`config.mk`:
```
export PLATFORM = sky130hd
export DESIGN_NAME = addr_counter_flat
export DESIGN_NICKNAME = d
export VERILOG_FILES = /design/src/rtl/counter_pkg.sv /design/src/rtl/addr_counter_if.sv /design/src/rtl/tick_divider.sv /design/src/rtl/addr_counter.sv /design/src/flat_wrapper.sv
export SDC_FILE = /design/constraint.sdc
export NUM_CORES = 1
export LEC_CHECK = 0
export ABC_AREA = 1
export BUFFER_PORTS_ARGS = -buffer_cell sky130_fd_sc_hd__buf_2
export CAP_MARGIN = 15
export CORE_MARGIN = 8
export CORE_UTILIZATION = 35
export DETAILED_ROUTE_END_ITERATION = 12
export PLACE_DENSITY = 0.61
export SKIP_CTS_REPAIR_TIMING = 1
export SLEW_MARGIN = 5
export SYNTH_ARGS = -nofsm -noshare
export SYNTH_HDL_FRONTEND = slang
export SYNTH_SLANG_ARGS = --single-unit
export TNS_END_PERCENT = 1
```
`constraint.sdc`:
```
create_clock -name clk -period 2.9 [get_ports clk]
set_input_delay 0.435 -clock clk [delete_from_list [all_inputs] [get_ports clk]]
set_output_delay 0.435 -clock clk [all_outputs]
set_load 0.02 [all_outputs]
```
`src/rtl/counter_pkg.sv`:
```
// Shared constants for the address/sequence counter: mode and direction encodings.
package counter_pkg;

  localparam logic [1:0] MODE_WRAP     = 2'b00;
  localparam logic [1:0] MODE_ONESHOT  = 2'b01;
  localparam logic [1:0] MODE_PINGPONG = 2'b10;

  localparam logic DIR_UP   = 1'b0;
  localparam logic DIR_DOWN = 1'b1;

endpackage

```
`src/rtl/addr_counter_if.sv`:
```
// Control/status bundle between a counter master (control logic) and addr_counter.
interface addr_counter_if #(
  parameter int WIDTH = 8
);

  logic             en;
  logic             dir;
  logic [1:0]       mode;
  logic [WIDTH-1:0] limit;
  logic             load;
  logic [WIDTH-1:0] load_val;
  logic [WIDTH-1:0] count;
  logic             tc;
  logic             done;

  modport master (
    output en, dir, mode, limit, load, load_val,
    input  count, tc, done
  );

  modport slave (
    input  en, dir, mode, limit, load, load_val,
    output count, tc, done
  );

endinterface

```
`src/rtl/tick_divider.sv`:
```
// Enable prescaler: counts enabled cycles 0..DIV-1 and flags the last one as a tick.
module tick_divider #(
  parameter int DIV = 1
) (
  input  logic clk,
  input  logic rst,
  input  logic en,
  input  logic clr,
  output logic tick
);

  generate
    if (DIV == 1) begin : g_passthru
      logic unused_s;
      assign unused_s = &{1'b0, clk, rst, en, clr};
      assign tick     = 1'b1;
    end else begin : g_div
      localparam int CW = $clog2(DIV);
      localparam logic [CW-1:0] LAST = CW'(DIV - 1);
      logic [CW-1:0] cnt_r;

      // Enabled-cycle counter; clr restarts the step period on a parallel load
      always_ff @(posedge clk) begin
        if (rst) begin
          cnt_r <= {CW{1'b0}};
        end else if (clr) begin
          cnt_r <= {CW{1'b0}};
        end else if (en) begin
          if (cnt_r == LAST) begin
            cnt_r <= {CW{1'b0}};
          end else begin
            cnt_r <= cnt_r + CW'(1'b1);
          end
        end else begin
          cnt_r <= cnt_r;
        end
      end

      assign tick = (cnt_r == LAST);
    end
  endgenerate

endmodule

```
`src/rtl/addr_counter.sv`:
```
// Modulo-N up/down address counter with wrap, one-shot and ping-pong modes,
// parallel load, enable prescaler, terminal-count pulse and sticky done flag.
module addr_counter
  import counter_pkg::*;
#(
  parameter int WIDTH    = 8,
  parameter int PRESCALE = 1
) (
  input logic           clk,
  input logic           rst,
  addr_counter_if.slave bus
);

  localparam logic [WIDTH-1:0] ZERO = {WIDTH{1'b0}};
  localparam logic [WIDTH-1:0] ONE  = WIDTH'(1'b1);

  logic [WIDTH-1:0] count_r;
  logic             tc_r;
  logic             done_r;
  logic             pp_down_r;

  logic             tick_s;
  logic             step_s;
  logic [WIDTH-1:0] load_min_s;
  logic [WIDTH-1:0] cnt_p1_s;
  logic [WIDTH-1:0] cnt_m1_s;
  logic [WIDTH-1:0] lim_m1_s;
  logic [WIDTH-1:0] next_count_s;
  logic             next_tc_s;
  logic             next_done_s;
  logic             next_pp_down_s;

  tick_divider #(
    .DIV (PRESCALE)
  ) u_tick_divider (
    .clk  (clk),
    .rst  (rst),
    .en   (bus.en),
    .clr  (bus.load),
    .tick (tick_s)
  );

  assign step_s     = bus.en & tick_s;
  assign load_min_s = (bus.load_val > bus.limit) ? bus.limit : bus.load_val;
  assign cnt_p1_s   = count_r + ONE;
  assign cnt_m1_s   = count_r - ONE;
  assign lim_m1_s   = bus.limit - ONE;

  // Next count, tc and direction for one step in the currently selected mode
  always_comb begin
    next_count_s   = count_r;
    next_tc_s      = 1'b0;
    next_done_s    = done_r;
    next_pp_down_s = pp_down_r;
    case (bus.mode)
      MODE_ONESHOT: begin
        if (done_r) begin
          next_count_s = count_r;
        end else if (bus.dir == DIR_UP) begin
          // An out-of-range count counts as already at the endpoint
          if ((count_r >= bus.limit) || (cnt_p1_s == bus.limit)) begin
            next_count_s = bus.limit;
            next_tc_s    = 1'b1;
            next_done_s  = 1'b1;
          end else begin
            next_count_s = cnt_p1_s;
          end
        end else begin
          if (count_r <= ONE) begin
            next_count_s = ZERO;
            next_tc_s    = 1'b1;
            next_done_s  = 1'b1;
          end else begin
            next_count_s = cnt_m1_s;
          end
        end
      end
      MODE_PINGPONG: begin
        if (bus.limit == ZERO) begin
          next_count_s = ZERO;
          next_tc_s    = 1'b1;
        end else if (!pp_down_r) begin
          if (count_r >= bus.limit) begin
            next_count_s   = lim_m1_s;
            next_pp_down_s = 1'b1;
            next_tc_s      = 1'b1;
          end else if (cnt_p1_s == bus.limit) begin
            next_count_s   = cnt_p1_s;
            next_pp_down_s = 1'b1;
            next_tc_s      = 1'b1;
          end else begin
            next_count_s = cnt_p1_s;
          end
        end else begin
          if (count_r == ZERO) begin
            next_count_s   = ONE;
            next_pp_down_s = 1'b0;
            next_tc_s      = 1'b1;
          end else if (count_r == ONE) begin
            next_count_s   = ZERO;
            next_pp_down_s = 1'b0;
            next_tc_s      = 1'b1;
          end else begin
            next_count_s = cnt_m1_s;
          end
        end
      end
      default: begin
        // Wrap mode; the reserved encoding also lands here
        if (bus.dir == DIR_UP) begin
          if (count_r >= bus.limit) begin
            next_count_s = ZERO;
            next_tc_s    = 1'b1;
          end else begin
            next_count_s = cnt_p1_s;
          end
        end else begin
          if (count_r == ZERO) begin
            next_count_s = bus.limit;
            next_tc_s    = 1'b1;
          end else begin
            next_count_s = cnt_m1_s;
          end
        end
      end
    endcase
  end

  // State registers: reset beats load, load beats step; tc is a one-cycle pulse
  always_ff @(posedge clk) begin
    if (rst) begin
      count_r   <= ZERO;
      tc_r      <= 1'b0;
      done_r    <= 1'b0;
      pp_down_r <= 1'b0;
    end else if (bus.load) begin
      count_r   <= load_min_s;
      tc_r      <= 1'b0;
      done_r    <= 1'b0;
      pp_down_r <= 1'b0;
    end else if (step_s) begin
      count_r   <= next_count_s;
      tc_r      <= next_tc_s;
      done_r    <= next_done_s;
      pp_down_r <= next_pp_down_s;
    end else begin
      tc_r      <= 1'b0;
    end
  end

  assign bus.count = count_r;
  assign bus.tc    = tc_r;
  assign bus.done  = done_r;

endmodule

```
`src/flat_wrapper.sv`:
```
// flat-port wrapper written by rule: the top's interface ports become plain ports
module addr_counter_flat import counter_pkg::*;
#(
  parameter int WIDTH    = 8,
  parameter int PRESCALE = 1
)
  (clk, rst, bus_en, bus_dir, bus_mode, bus_limit, bus_load, bus_load_val, bus_count, bus_tc, bus_done);
  addr_counter_if #(.WIDTH(WIDTH)) bus_i ();
  input logic clk;
  input logic rst;
  input wire logic [$bits(bus_i.en)-1:0] bus_en;
  input wire logic [$bits(bus_i.dir)-1:0] bus_dir;
  input wire logic [$bits(bus_i.mode)-1:0] bus_mode;
  input wire logic [$bits(bus_i.limit)-1:0] bus_limit;
  input wire logic [$bits(bus_i.load)-1:0] bus_load;
  input wire logic [$bits(bus_i.load_val)-1:0] bus_load_val;
  output wire logic [$bits(bus_i.count)-1:0] bus_count;
  output wire logic [$bits(bus_i.tc)-1:0] bus_tc;
  output wire logic [$bits(bus_i.done)-1:0] bus_done;
  assign bus_i.en = bus_en;
  assign bus_i.dir = bus_dir;
  assign bus_i.mode = bus_mode;
  assign bus_i.limit = bus_limit;
  assign bus_i.load = bus_load;
  assign bus_i.load_val = bus_load_val;
  assign bus_count = bus_i.count;
  assign bus_tc = bus_i.tc;
  assign bus_done = bus_i.done;
  addr_counter #(.WIDTH(WIDTH), .PRESCALE(PRESCALE)) u_core (.clk(clk), .rst(rst), .bus(bus_i));
endmodule
```
==> metrics.csv, run 1 <==
metric;value;unit
status;finished, final reports clean;
finalHoldViolCount;0;
rr_worst_depth;12;
slew_violations;0;
period_minus_slack;2.62;ns
start_kind;register;
fp.dieW;99.6;microns
rows;30;
worstPathArrival;2.81;ns
synthArstFlopShare;0;%
grt_pass1_vias;2733;
cp_cell_sequence;ha_1 > a21oi_1 > o21ai_0 > nand2_1 > nand3_1 > nor2_1 > nand2_1 > o211ai_1 > nand2_1 > nand3_1 > nand2_1 > a21oi_1;
coreArea;6790;sq um
n_fill_cell;769;
clock_latency;0.26;ns
worst-path-buf-inv;0;
grt_pass1_wl;13.6;mm
netlist_instances;427;
die-area;9920;sq um
finalCritPeriodShare;90.3;%
cts_tree;built;
drv_cap;0;
num_vias;2979;
synth_warnings;0;
clock_sinks;11;
gp_congestion;0.937;
fin_tns_setup;0;ns
fin_skew;0.00551;ns
cts_buffers;3;
area_growth;14.0;%
antenna_found_initial;0;
clk_pin_slew;0.07;ns
nets;509;
vias_per_cell;5.35;
ys_types;30;
io_buffer_count;32;
power;986;uW
yosys.area_share.adder;12.3;%
path_delay_family;simple AND/OR/NAND/NOR gates;
drc_errors;0;
synth-xor-area-share;3.22;%
ys.flop_type;dfxtp_1;
min_delay_path_depth;2;
dieHeight;99.6;microns
startpoint;u_core.bus.count[3];
final_antenna_net_count;0;
synth_edf_count;0;
htree_levels;1;
syn_area_per_cell;5.73;sq um
fin_util;41.0;%
dpl_cell_area;2730;sq um
antenna_cells;0;
cpMostUsedCell;nand2_1;
p_leak;1.41;nW
grt_max_degree;20;
synth_nets;474;
wire_per_inst;15.0;microns
slowest_stage;dfxtp_1;
rsz0062_at_grt;no;
crit_fanout;9;
drt_first_iter_violations;285;
first_pass_iters;5;
worstSetupEndpointType;register;
root_buffer;clkbuf_8;
dp_hpwl;6.52;mm
worst_pin_slew;0.803;ns
ys_seq_area_share;9.00;%
r2r-start;u_core.bus.count[3];
final-setup-viol-count;0;
powerDensity;354;nW/um^2
ios;33;
final_area;2790;sq um
synthSimpleGateAreaFrac;39.5;%
hold_class;in -> reg;
finalWirelength;8.37;mm
start_util;36.0;%
cp.required;3.09;ns
critPathKind;reg -> reg;
grt_usage;17.0;%
clock.fmax;382;MHz
synth_top_family_by_area;simple AND/OR/NAND/NOR gates;
ir_drop;0.158;mV
synth-compound-area-share;24.4;%
overflow;0;
synth_seq_cells;11;
hold_start;rst;
drive_above_1_share;16.9;%
ctsLongestPathBuffers;2;
crit_cells;12;
max_stage_delay;0.52;ns
synthMuxAreaShare;0;%
worst_slew_margin_rel;46.3;%
syn-cell-area;2450;sq um
==> synthesized netlist by cell type (2+ instances only) <==
cell type	count	share of area, %
a31oi_1	5	1.3
buf_4	3	0.92
inv_1	51	7.8
nor2_1	32	4.9
a22oi_1	2	0.61
a21oi_1	46	9.4
nor3_1	4	0.82
nand2_2	13	3.3
dfxtp_1	11	9.0
nand4_1	7	1.8
a21oi_2	7	2.5
inv_2	3	0.46
o31ai_1	3	0.92
o21ai_0	32	6.5
clkbuf_1	6	0.92
nor2_4	4	1.8
o211ai_1	6	1.8
nand2_1	100	15
ha_1	24	12
nand3_1	48	9.8
buf_2	3	0.61
xor2_1	9	3.2
==> report_power, final <==
part / switching (mW) / leakage [nW] / total (mW) / internal, mW
Sequential: 0.0248 / 0.0907 / 0.189 / 0.164
Clock: 0.0870 / 0.0255 / 0.183 / 0.0956
Combinational: 0.399 / 1.29 / 0.615 / 0.215
Total: 0.511 / 1.41 / 0.986 / 0.475
==> through the flow <==
step | hold slack [ns] | setup WS, ns | std cells
6_report | 0.370 | 0.282 | 557
5_1_grt | 0.378 | 0.0157 | 557
4_1_cts | 0.369 | 0.353 | 556
3_5_place_dp | 0.550 | 0.0752 | 552
3_3_place_gp | 0.548 | 0.110 | 552
2_1_floorplan | 0.512 | 0.699 | 427
==> final cells by class <==
type                    count  area [sq um]  area share (%)
clock inverters             1          5.00           0.180
inverters                  56           224            8.03
flip-flops and latches     11           220            7.90
multi-input cells         348          1940            69.7
well taps                  96           120            4.31
clock buffers               3          41.3            1.48
repair buffers             42           235            8.44
==> flip-flops by register name (all words and copies together) (netlist names) <==
name	cells
u_core.bus.tc	1
u_core.bus.done	1
u_core.bus.count	8
u_core.pp_down_r	1
==> cell families (layout without fill, tap and decap cells) <==
| family | Yosys count | count (layout) |
|---|---|---|
| and+or+nand+nor | 211 | 211 |
| DFF | 11 | 11 |
| buffers and inverters | 68 | 102 |
| adders and majority gates | 24 | 24 |
| xor gates and xnor gates | 9 | 9 |
| AOI/OAI and AO/OA | 104 | 104 |
==> final timing paths <==
| path | endpoint | slack [ns] |
|---|---|---|
| hold reg to reg | u_core.bus.done | 0.56 |
| setup / recovery | u_core.bus.count[7] | 0.28 |
| hold / removal | u_core.bus.done | 0.37 |
| setup reg to reg | u_core.bus.count[7] | 0.28 |
==> cell usage in the layout (no fill, tap or decap), types with 2 or more instances in the layout <==
master / n
nor3_1: 4
clkbuf_8: 3
o31ai_1: 3
buf_4: 9
o21ai_0: 32
o211ai_1: 6
a21oi_2: 7
inv_1: 51
dfxtp_1: 11
buf_2: 32
ha_1: 24
inv_2: 3
a21oi_1: 46
a31oi_1: 5
nand4_1: 7
xor2_1: 9
nor2_4: 4
nand2_2: 13
a22oi_1: 2
nand2_1: 100
nand3_1: 48
nor2_1: 32
==> layer usage <==
| layer | share of wire (%) | track usage, % | wire, microns |
|---|---|---|---|
| met1 | 44 | 21.8 | 3710 |
| met2 | 45 | 27.7 | 3790 |
| met3 | 7.6 | 1.82 | 637 |
| met4 | 2.8 | 7.80 | 232 |
| met5 | 0 | 0 | 0 |
Power figures use the tool's default switching activity.
==> run 2: changes to the inputs <==
- CORE_ASPECT_RATIO: default -> 0.9
- REMOVE_ABC_BUFFERS: default -> 1
==> metrics.csv, run 2 (synthesis gave the netlist of run 1 again) <==
metric;value;unit;change
status;finished, final reports clean;;
wl_met1;3.87;mm;+4.4%
startpoint;u_core.bus.count[3];;
worst_slew_margin_rel;45.4;%;-0.89 points
dpl_cell_area;2720;sq um;-0.41%
wl_met3;535;microns;-16%
rsz0062_at_grt;no;;
dp_hpwl;6.62;mm;+1.5%
cp.required;3.08;ns;about the same
antenna_found_initial;0;;unchanged
start_util;35.5;%;-0.52 points
ios;33;;unchanged
hold_start;rst;;
num_vias;2982;;+0.10%
drive_above_1_share;16.7;%;-0.18 points
die-area;9920;sq um;about the same
final_antenna_net_count;0;;unchanged
drc_errors;0;;unchanged
worstPathArrival;2.75;ns;-0.06 ns
top_layer;met4;;
fin_util;40.2;%;-0.80 points
fin_skew;0.00593;ns;+0.000422 ns
hold_class;in -> reg;;
rows;29;;-3.3%
finalHoldViolCount;0;;unchanged
nets;508;;-0.20%
r2r-start;u_core.bus.count[3];;
slew_violations;0;;unchanged
finalCritPeriodShare;88.8;%;-1.5 points
first_pass_iters;5;;unchanged
final_area;2770;sq um;-0.49%
gp_congestion;0.936;;about the same
wire_per_inst;15.0;microns;about the same
clock.fmax;388;MHz;+1.7%
setup_slack;0.324;ns;+0.0427 ns
overflow;0;;unchanged
grt_pass1_wl;13.5;mm;-0.81%
ctsLongestPathBuffers;2;;unchanged
root_buffer;clkbuf_8;;
period_minus_slack;2.58;ns;-0.0427 ns
worstSetupEndpointType;register;;
drv_cap;0;;unchanged
p_leak;1.41;nW;-0.35%
grt_max_degree;20;;unchanged
area_growth;13.4;%;
met2WireLength;3.72;mm;-2.0%
clk_pin_slew;0.06;ns;about the same
grt_usage;16.4;%;-0.55 points
io_buffer_count;32;;unchanged
placed_cells;548;;-0.72%
start_kind;register;;
cts_buffers;3;;unchanged
finalWirelength;8.32;mm;-0.63%
finalNonFillerCells;553;;-0.72%
vias_per_cell;5.39;;+0.82%
fp.dieW;104;microns;+4.5%
grt_pass1_vias;2716;;-0.62%
coreArea;6890;sq um;+1.5%
final_cell_mix;100 x nand2_1, 51 x inv_1, 48 x nand3_1;;
clock_sinks;11;;unchanged
final-setup-viol-count;0;;unchanged
dp_slack;0.0961;ns;+0.0210 ns
cts_tree;built;;
clock_latency;0.24;ns;-0.02 ns
largest_reg_flops;8;;unchanged
crit_fanout;9;;unchanged
antenna_cells;0;;unchanged
ir_drop;0.135;mV;-15%
powerDensity;352;nW/um^2;-0.61%
htree_levels;1;;unchanged
worst_pin_slew;0.816;ns;+0.0133 ns
layout.cells.most_common;nand2_1;;
drt_first_iter_violations;356;;+25%
dieHeight;95.3;microns;-4.3%
critPathKind;reg -> reg;;
fin_tns_setup;0;ns;unchanged
[run 2: cell types whose count changed in the layout (fill, tap and decap cells not counted), sizes merged]
cell and delta:
buf -1
[run 2: final cells by class]
class,count,area (sq um)
clock inverter,1,5.00
multi-input combinational,348,1940
clock buffer,3,41.3
inverter,56,224
fill,804,4120
timing repair buffer,41,225
tap,93,116
sequential,11,220
[run 2: per-layer routing]
layer  track usage, %  vias up
li1                 -     1497
met1             21.9     1341
met4             5.42        0
met3             1.55       17
met5                0        -
met2             27.6      127
[run 2: report_power, final]
part	internal, mW	switching (mW)
Sequential	0.164	0.0258
Clock	0.0949	0.0713
Combinational	0.215	0.404
[run 2: path summary, 6_finish.rpt]
| kind | to | slack, ns | cells past startpoint |
|---|---|---|---|
| max | u_core.bus.count[7] | 0.32 | 12 |
| max reg2reg | u_core.bus.count[7] | 0.32 | 12 |
| min | u_core.bus.done | 0.39 | 2 |
| min reg2reg | u_core.bus.done | 0.56 | 2 |
[run 2: per-stage QoR]
stage | hold WS (ns) | total power [mW]
finish | 0.386 | 0.975
global route | 0.404 | 1.06
CTS | 0.386 | 0.966
global placement | 0.547 | 0.787
detailed placement | 0.554 | 0.797
floorplan | 0.512 | 0.613
[run 2: worst max-delay path: stages, from the launching register on]
cell,delay [ns]
dfxtp_1,0.53
ha_1,0.31
a21oi_1,0.14
o21ai_0,0.11
nand2_1,0.18
nand3_1,0.21
nor2_1,0.38
nand2_1,0.15
o211ai_1,0.12
nand2_1,0.07
nand3_1,0.09
nand2_1,0.09
a21oi_1,0.13
